===== src/rtl/pixel_xform.sv =====
// Two-stage elastic pixel point-transform: stage 1 captures beat + config,
// stage 2 holds the per-channel result that drives the output stream.
module pixel_xform #(
  parameter int NCH = 3,
  parameter int DW  = 8,
  parameter int CW  = 16
) (
  input  logic          clk,
  input  logic          rst,
  input  logic [1:0]    cfg_mode,
  input  logic [DW-1:0] cfg_k,
  input  logic          s_valid,
  output logic          s_ready,
  input  logic [DW-1:0] s_data [NCH-1:0],
  input  logic          s_last,
  output logic          m_valid,
  input  logic          m_ready,
  output logic [DW-1:0] m_data [NCH-1:0],
  output logic          m_last,
  output logic [CW-1:0] beat_count
);

  localparam logic [1:0]    MODE_PASS = 2'd0;
  localparam logic [1:0]    MODE_INV  = 2'd1;
  localparam logic [1:0]    MODE_SAT  = 2'd2;
  localparam logic [DW-1:0] MAX       = {DW{1'b1}};

  logic          v1_q, v2_q;
  logic          last1_q, last2_q;
  logic [1:0]    mode1_q;
  logic [DW-1:0] k1_q;
  logic [CW-1:0] cnt_q, cnt_d;
  logic          adv1, adv2;
  logic          load1, load2;

  // A stage may advance when empty or when the stage after it is moving.
  assign adv2    = !v2_q || m_ready;
  assign adv1    = !v1_q || adv2;
  assign s_ready = adv1;
  assign load1   = adv1 && s_valid;
  assign load2   = adv2 && v1_q;

  always_ff @(posedge clk or posedge rst) begin
    if (rst) begin
      v1_q    <= 1'b0;
      last1_q <= 1'b0;
      mode1_q <= MODE_PASS;
      k1_q    <= '0;
      v2_q    <= 1'b0;
      last2_q <= 1'b0;
    end else begin
      if (adv1) v1_q <= s_valid;
      if (load1) begin
        last1_q <= s_last;
        mode1_q <= cfg_mode;
        k1_q    <= cfg_k;
      end
      if (adv2) v2_q <= v1_q;
      if (load2) last2_q <= last1_q;
    end
  end

  genvar gi;
  generate
    for (gi = 0; gi < NCH; gi++) begin : g_ch
      logic [DW-1:0] d1_q, d2_q, res_d;
      logic [DW:0]   sum;

      // One extra bit keeps the carry so the add can clamp at MAX.
      assign sum = {1'b0, d1_q} + {1'b0, k1_q};

      always_comb begin
        res_d = d1_q;
        case (mode1_q)
          MODE_PASS: res_d = d1_q;
          MODE_INV:  res_d = MAX - d1_q;
          MODE_SAT:  res_d = sum[DW] ? MAX : sum[DW-1:0];
          default:   res_d = (d1_q >= k1_q) ? MAX : '0;
        endcase
      end

      always_ff @(posedge clk or posedge rst) begin
        if (rst) begin
          d1_q <= '0;
          d2_q <= '0;
        end else begin
          if (load1) d1_q <= s_data[gi];
          if (load2) d2_q <= res_d;
        end
      end

      assign m_data[gi] = d2_q;
    end
  endgenerate

  always_comb begin
    cnt_d = cnt_q;
    if (v2_q && m_ready) begin
      cnt_d = last2_q ? '0 : cnt_q + {{(CW-1){1'b0}}, 1'b1};
    end
  end

  always_ff @(posedge clk or posedge rst) begin
    if (rst) cnt_q <= '0;
    else     cnt_q <= cnt_d;
  end

  assign m_valid    = v2_q;
  assign m_last     = last2_q;
  assign beat_count = cnt_q;

endmodule


===== config.mk =====
export PLATFORM = sky130hd
export DESIGN_NAME = pixel_xform
export DESIGN_NICKNAME = d
export VERILOG_FILES = /design/src/rtl/pixel_xform.sv
export SDC_FILE = /design/constraint.sdc
export NUM_CORES = 1
export LEC_CHECK = 0
export BUFFER_PORTS_ARGS = -buffer_cell sky130_fd_sc_hd__buf_4
export CORE_ASPECT_RATIO = 0.6
export CORE_MARGIN = 8
export CORE_UTILIZATION = 45
export DETAILED_ROUTE_END_ITERATION = 10
export PLACE_DENSITY = 0.66
export RECOVER_POWER = 100
export REMOVE_ABC_BUFFERS = 1
export SLEW_MARGIN = 5
export SYNTH_ARGS = -nofsm -noshare
export SYNTH_HDL_FRONTEND = slang
export SYNTH_SLANG_ARGS = --single-unit

===== constraint.sdc =====
create_clock -name clk -period 3.51 [get_ports clk]
set_clock_uncertainty 0.15 [all_clocks]
set_input_delay 0.1755 -clock clk [delete_from_list [all_inputs] [get_ports clk]]
set_output_delay 0.1755 -clock clk [all_outputs]
set_load 0.02 [all_outputs]

Yosys cells after proc, flatten, opt, wreduce, memory -nomap -nowiden. Index checks and enable logic that the tools add are counted. W data, S select, Z words.

Bits in registers: 78. Bits of input ports: 39. Word-level logic and storage cells: 43.

$add $sub $neg: 7. Order comparisons: 3. Equal/unequal tests: 2. Mux-type cells: 10. Reduce and logical (&&, ||, !) cells: 8.

Operators with widths (count): $pmux W8 S3 (3); $mux W8 (6); $add A8 B8 Y9 (3); $ge A8 B8 Y1 (3); $sub A8 B8 Y8 const A (3); $add A16 B1 Y16 const B (1); $mux W16 (1); $logic_and A1 B1 Y1 (3); $eq A2 B1 Y1 const B (1); $eq A2 B2 Y1 const B (1); $logic_not A1 Y1 (2); $logic_not A2 Y1 (1); $logic_or A1 B1 Y1 (2).

Logic depth before layout (Yosys ltp). Gate-level depths: netlist of run 1.

Word-level depth: 4. Gate-level depth with buffers: 9. Gate-level depth less buffers: 8.

Worst setup path after synthesis of run 1. OpenSTA, ideal clock, no wires.

Kind: flip-flop to flip-flop. Start: register k1_q[1]. End: register g_ch[0].d2_q[7]. Library setup time: 0.082 ns. Arrival time: 2.230 ns. Data required time: 3.278 ns. Setup slack: 1.048 ns. Stages on the path, launching flop included: 9. Period minus slack after synthesis: 2.462 ns. Cell sequence: dfrtp_1 > inv_1 > ha_1 > nand2b_1 > a221oi_1 > nor3_1 > or4_1 > o211a_1 > a31oi_1.

Longest elaborated chain between the ends: 3. Elaborated cells on any way between the ends: 5. Those cells by class: add/sub (1); order compare (1); mux (3).

RTL lines: start: declaration (line 31) `logic [DW-1:0] k1_q;`; start signal: assignment (line 56) `k1_q <= cfg_k;`; $add A8 B8 Y9 / $ge A8 B8 Y1 (equally long branches) (line 70, 78); $mux W8 (on tied branches) (line 77, 78); $pmux W8 S3 (*) (line 74) `case (mode1_q)`; end signal: assignment (line 88) `if (load2) d2_q <= res_d;`; end: declaration (line 66) `logic [DW-1:0] d1_q, d2_q, res_d;`.

Mark *: on every way between the ends. The rest lies on a longest branch, timed or not. A chain may end at the register's enable or synchronous reset.

Worst setup path after layout of run 1.
Start: register k1_q[2]. End: register g_ch[0].d2_q[6].

The elaborated chain is that of the path after synthesis.

==> results of run 1 <==
stage by stage:
step           hold WS, ps  cells  total power [µW]
2_1_floorplan          134    502              2250
3_3_place_gp           184    734              2740
3_5_place_dp           193    734              2770
4_1_cts               6.15    786              3750
5_1_grt               53.3    786              3870
6_report              12.0    786              3630
tightest hold or removal path, cell delays in order:
cell      delay, ps
buf_4            90
nand2b_1        130
nand2b_1         60
area by class of cell:
class | count | share of cell area (%)
Clock buffer | 11 | 3.82
Sequential cell | 78 | 30.8
Inverter | 32 | 1.91
Timing Repair Buffer | 125 | 13.6
Clock inverter | 4 | 0.749
Multi-Input combinational cell | 392 | 46.3
Tap cell | 144 | 2.84
cell usage in the layout (no fill, tap or decap), drive strengths merged, types with 10 or more instances in the layout:
| cell | netlist | final |
|---|---|---|
| a211oi | 14 | 14 |
| a21oi | 24 | 24 |
| buf | 4 | 42 |
| clkbuf | 13 | 57 |
| dfrtp | 78 | 78 |
| dlygate4sd3 | 0 | 37 |
| ha | 49 | 49 |
| inv | 32 | 31 |
| mux2 | 35 | 35 |
| nand2 | 26 | 26 |
| nand2b | 14 | 14 |
| nor2 | 69 | 69 |
| o21ai | 24 | 24 |
| o32a | 18 | 18 |
| or3 | 10 | 10 |
| xnor2 | 12 | 12 |
Yosys cell counts, types with 2 or more instances:
cell / n
nor2_1: 69
nor3_1: 8
o21bai_1: 3
or3_1: 9
and2_1: 4
nand3_1: 8
or2_2: 2
a21oi_1: 24
mux2i_1: 3
o211ai_1: 4
nand3b_1: 3
o32a_1: 18
a221oi_1: 5
xor2_1: 8
inv_1: 32
a31oi_1: 5
o21ai_1: 2
nor2b_1: 7
a21o_1: 3
ha_1: 49
nand4_1: 3
nand2_1: 26
mux2_2: 35
buf_2: 3
nand2b_1: 12
clkbuf_1: 13
and3_1: 3
xnor2_1: 12
a211o_1: 2
o21ai_0: 22
a211oi_1: 14
a221oi_2: 3
o32ai_1: 2
fa_1: 3
dfrtp_1: 78
worst max path at each step:
| stage | startpoint | to | slack [ps] | cells after the start |
|---|---|---|---|---|
| floorplan | k1_q[1] | g_ch[0].d2_q[7] | 1050 | 8 |
| global placement | k1_q[2] | g_ch[0].d2_q[6] | 670 | 8 |
| detailed placement | k1_q[2] | g_ch[0].d2_q[6] | 640 | 8 |
| CTS | k1_q[2] | g_ch[0].d2_q[6] | 630 | 8 |
| global route | k1_q[2] | g_ch[0].d2_q[6] | 230 | 8 |
| finish | k1_q[2] | g_ch[0].d2_q[6] | 330 | 8 |
timing repair:
| item | CTS | global route |
|---|---|---|
| buffers inserted | 0 | 0 |
| hold buffers | 37 | 0 |
| endpoints found under the hold margin | 78 | 0 |
metal layers:
layer	global-route usage, %	part of all wire, %
met4	5.30	1.4
met3	5.60	6.5
met2	27.9	42
met1	25.6	50
met5	0	0
sequential cells by signal, indices dropped and copies added (netlist names):
name and flops:
g_ch.d1_q 24, k1_q 8, m_valid 1, m_last 1, v1_q 1, last1_q 1, mode1_q 2, g_ch.d2_q 24
beat_count 16
cell families (layout without fill, tap and decap cells):
logic type / Yosys count / count (layout) / synth area share [%]
xor+xnor: 20 / 20 / 3.44
flops: 78 / 78 / 38.4
buf+inv: 49 / 172 / 3.69
compound gates: 122 / 122 / 17.8
fa+ha+maj: 52 / 52 / 13.2
simple gates: 160 / 160 / 15.1
mux: 38 / 38 / 8.34
power by group:
part / switching (µW) / leakage, µW / total (µW) / internal, µW
registers: 208 / 0.000929 / 1280 / 1080
clock network: 360 / 0.000141 / 923 / 564
logic: 821 / 0.00171 / 1430 / 605
==> run_results.csv, run 1 <==
group,metric,value,unit
cells_and_area,multi_input_area,2940,µm²
setup_path,ff2ff_path_depth,8,
worst_hold_path,holdPathEnd,"m_valid",
cells_and_area,area_growth,24.8,%
drt,dr.pass1.iters,5,
setup_path,crit_required,3640,ps
clock_network,clockBufferDepth,2,
cells_and_area,diodes,0,
power,leakage,0.00278,µW
setup_path,critPathCaptureType,"flip-flop",
job,cap_violations,2,
die,die_w,153,µm
setup_path,reg2reg_setup_slack,330,ps
power,vdd_drop_max,0.309,mV
die,design.core.area,11100,µm²
setup_path,crit_family,"compound AO/OA/AOI/OAI gates",
setup_path,cp_slowest_stage_delay,540,ps
yosys,dominantRegCellSynth,"dfrtp_1",
yosys,synth-edff-count,0,
worst_hold_path,hold_start,"m_ready",
setup_path,crit_buf_inv,1,
place,io_buffers,81,
grt,antenna_found_initial,0,
cells_and_area,drive_gt1_share,15.9,%
sta,post-route-min-period,3180,ps
sta,slew_viol_final,80,
grt,grt_max_degree,44,
drt,viasPerCell,5.62,
die,die_area,15100,µm²
place,place_ws,642,ps
drt,vias,4417,
die,ios,82,
yosys,syn-instance-count,519,
yosys,syn_area,5090,µm²
cells_and_area,regArea,1950,µm²
drt,drt-wirelength-per-cell,17.8,µm
yosys,yosysSeqAreaShare,38.4,%
sta,slew_headroom,-40.9,%
cells_and_area,utilization,56.9,%
die,start_util,45.6,%
grt,grt_pass1_wl,22.6,mm
setup_path,path_class,"flip-flop to flip-flop",
sta,period_share,90.5,%
cells_and_area,fin_area,6350,µm²
sta,fin_setup_tns,0,ps
sta,clock.fmax,315,MHz
place,hpwl,10.1,mm
cells_and_area,fillers,972,
clock_network,cts_tree,"built",
grt,grt_pass1_vias,4332,
drt,ant_nets,0,
setup_path,critPathLaunchType,"flip-flop",
place,gp_congestion,0.926,
grt,grtUsageTotal,18.7,%
die,die_h,98.4,µm
die,row_count,30,
yosys,avgSynthCellArea,9.80,µm²
yosys,yosysUniqueCellTypes,57,
clock_network,clockRootBuffer,"clkbuf_16",
sta,rsz0062_at_grt,"no",
clock_network,numCtsBuffers,9,
yosys,synth.area.top_cells,"dfrtp_1 (38%), ha_1 (12%), mux2_2 (7.7%)",
yosys,yosys.area.top_type,"dfrtp_1",
sta,hold_violations,0,
setup_path,worstPathMaxFanout,6,
clock_network,cts_sinks,78,
drt,drtIter0Drc,326,
setup_path,crit_arrival,3300,ps
sta,finalWorstSetupSlack,334,ps
setup_path,slowest_stage,"a2111oi_0",
setup_path,worstReg2RegEnd,"g_ch[0].d2_q[6]",
yosys,yosys_warnings,0,
yosys,synthArstFlopShare,100,%
drt,wl,14.0,mm
clock_network,cts_max_level,3,
place,postPlaceCellArea,5860,µm²
setup_path,worstReg2RegStart,"k1_q[2]",
grt,overflow,0,
clock_network,clk_pin_slew,60,ps
clock_network,clk_latency,340,ps
drt,drc,0,
worst_hold_path,hold_depth,3,
yosys,ys_seq_elements,78,
sta,worst_pin_slew,2110,ps
clock_network,cts_resized,0,
power,powerDensity,572,nW/µm²
worst_hold_path,min_path_type,"primary input to flip-flop",
yosys,synth_top_area_share,38.4,%
cells_and_area,fin_nets,729,
outcome,violations,"capacitance limit, slew limit",
sta,setup_viol_count_final,0,
setup_path,cp_cell_sequence,"inv_1, ha_1, nand2b_1, a221oi_1, o21ai_0, and3_1, a2111oi_0, o32a_1",
outcome,outcome,"finished with violations",
Power figures use the tool's default switching activity.
==> run 2: changes to the inputs <==
Clock period 3.51 ns to 4.06 ns, I/O delays scaled along.
==> run_results.csv, run 2 (synthesized netlist as in run 1, its figures left out) <==
group,metric,value,unit
outcome,outcome,"finished with violations",
outcome,violations,"capacitance limit, slew limit",
drt,wl,13.6,mm
die,die_w,153,µm
die,row_count,30,
clock_network,cts_max_level,3,
grt,grtUsageTotal,18.5,%
grt,antenna_found_initial,0,
setup_path,crit_arrival,3300,ps
power,vdd_drop_max,0.261,mV
setup_path,cp_slowest_stage_delay,960,ps
setup_path,ff2ff_path_depth,6,
job,cap_violations,2,
cells_and_area,fillers,990,
drt,drt-wirelength-per-cell,17.4,µm
die,die_h,98.4,µm
drt,dr.pass1.iters,5,
die,ios,82,
sta,slew_viol_final,80,
clock_network,clk_latency,330,ps
cells_and_area,utilization,56.9,%
setup_path,crit_family,"compound AO/OA/AOI/OAI gates",
grt,grt_max_degree,44,
cells_and_area,layout_common_cells,"dfrtp_1 (78), nor2_1 (69), ha_1 (49), clkbuf_1 (47), buf_4 (39)",
power,powerDensity,495,nW/µm²
grt,grt_pass1_wl,22.6,mm
sta,rsz0062_at_grt,"no",
grt,grt_pass1_vias,4354,
setup_path,crit_end,"g_ch[0].d2_q[7]",
cells_and_area,multi_input_area,2940,µm²
place,gp_congestion,0.920,
die,die_area,15100,µm²
setup_path,worstPathMaxFanout,26,
worst_hold_path,min_path_type,"primary input to flip-flop",
setup_path,worstReg2RegStart,"m_valid",
cells_and_area,area_growth,24.7,%
clock_network,clockBufferDepth,2,
setup_path,setup.worst_path.start,"m_valid",
power,leakage,0.00277,µW
sta,clock.fmax,308,MHz
clock_network,cts_resized,0,
die,design.core.area,11100,µm²
place,hpwl,9.83,mm
place,io_buffers,81,
drt,drtIter0Drc,275,
grt,overflow,0,
setup_path,cp_cell_sequence,"nand2b_1, and2_0, clkbuf_1, o221ai_1, o32ai_1, a31oi_1",
setup_path,cp.depth,6,
sta,period_share,80.0,%
cells_and_area,fin_nets,727,
clock_network,cts_tree,"built",
sta,setup_viol_count_final,0,
sta,fin_setup_tns,0,ps
sta,finalWorstSetupSlack,812,ps
setup_path,crit_required,4110,ps
clock_network,cts_sinks,78,
setup_path,path_class,"flip-flop to flip-flop",
setup_path,reg2reg_setup_slack,810,ps
sta,post-route-min-period,3250,ps
setup_path,worstReg2RegEnd,"g_ch[0].d2_q[7]",
sta,worst_pin_slew,2040,ps
sta,slew_headroom,-36.3,%
clock_network,clk_pin_slew,60,ps
setup_path,critPathCaptureType,"flip-flop",
clock_network,numCtsBuffers,9,
setup_path,slowest_stage,"clkbuf_1",
sta,hold_violations,0,
cells_and_area,diodes,0,
place,place_ws,1160,ps
drt,ant_nets,0,
cells_and_area,final_common_cell,"dfrtp_1",
cells_and_area,regArea,1950,µm²
drt,viasPerCell,5.55,
clock_network,clockRootBuffer,"clkbuf_16",
drt,vias,4353,
die,start_util,45.6,%
setup_path,critPathLaunchType,"flip-flop",
setup_path,crit_buf_inv,1,
cells_and_area,drive_gt1_share,15.4,%
drt,drc,0,
==> run 2: through the flow <==
step | cells | area (µm²) | total power (µW) | hold WS (ps)
after floorplan | 502 | 5020 | 1950 | 161
after global placement | 732 | 5850 | 2360 | 213
after detailed placement | 732 | 5850 | 2390 | 211
after CTS | 785 | 6520 | 3250 | 36.4
after global routing | 785 | 6340 | 3360 | 45.2
final | 785 | 6340 | 3140 | 47.2
==> run 2: power breakdown <==
group          internal, µW  total, µW  switching [µW]  leakage [µW]
clock                   509        816             307      0.000146
combinational           518       1210             692       0.00169
sequential              930       1120             186      0.000929
total                  1960       3140            1180       0.00277
==> run 2: repair_timing <==
action                                 in CTS  in global routing
hold buffers                               37                  0
endpoints found under the hold margin      78                  0
buffers inserted                            0                  0
==> run 2: worst min path at each step <==
stage                 start             end  slack (ps)  cells after the start
floorplan           s_valid            v1_q         160                      1
global placement        rst  beat_count[14]         210                      2
detailed placement      rst  beat_count[14]         210                      2
CTS                 m_ready         m_valid          40                      3
global route        m_ready         m_valid          50                      3
finish              m_ready         m_valid          50                      3
==> run 2: worst register-to-register path: cells and delay by family, from the launching register on <==
kind	cells	cell delay [ps]
AO/OA/AOI/OAI	3	1330
buffers and inverters	1	960
flip-flops	1	420
AND/OR/NAND/NOR	2	260
==> run 2: area by class of cell <==
cell class / count / area share (%)
multi-input combinational: 392 / 46.4
sequential: 78 / 30.8
timing repair buffer: 123 / 13.3
clock buffer: 13 / 4.10
tap: 144 / 2.84
inverter: 32 / 1.91
clock inverter: 3 / 0.671
==> run 2: per-layer routing <==
layer  global-route usage [%]  part of all wire (%)  vias up
met5                        0                     0        -
met4                     3.71                  0.68        0
met3                     4.41                   6.2       11
met2                     27.8                    43      139
met1                     26.4                    50     2090
li1                         -                     -     2113
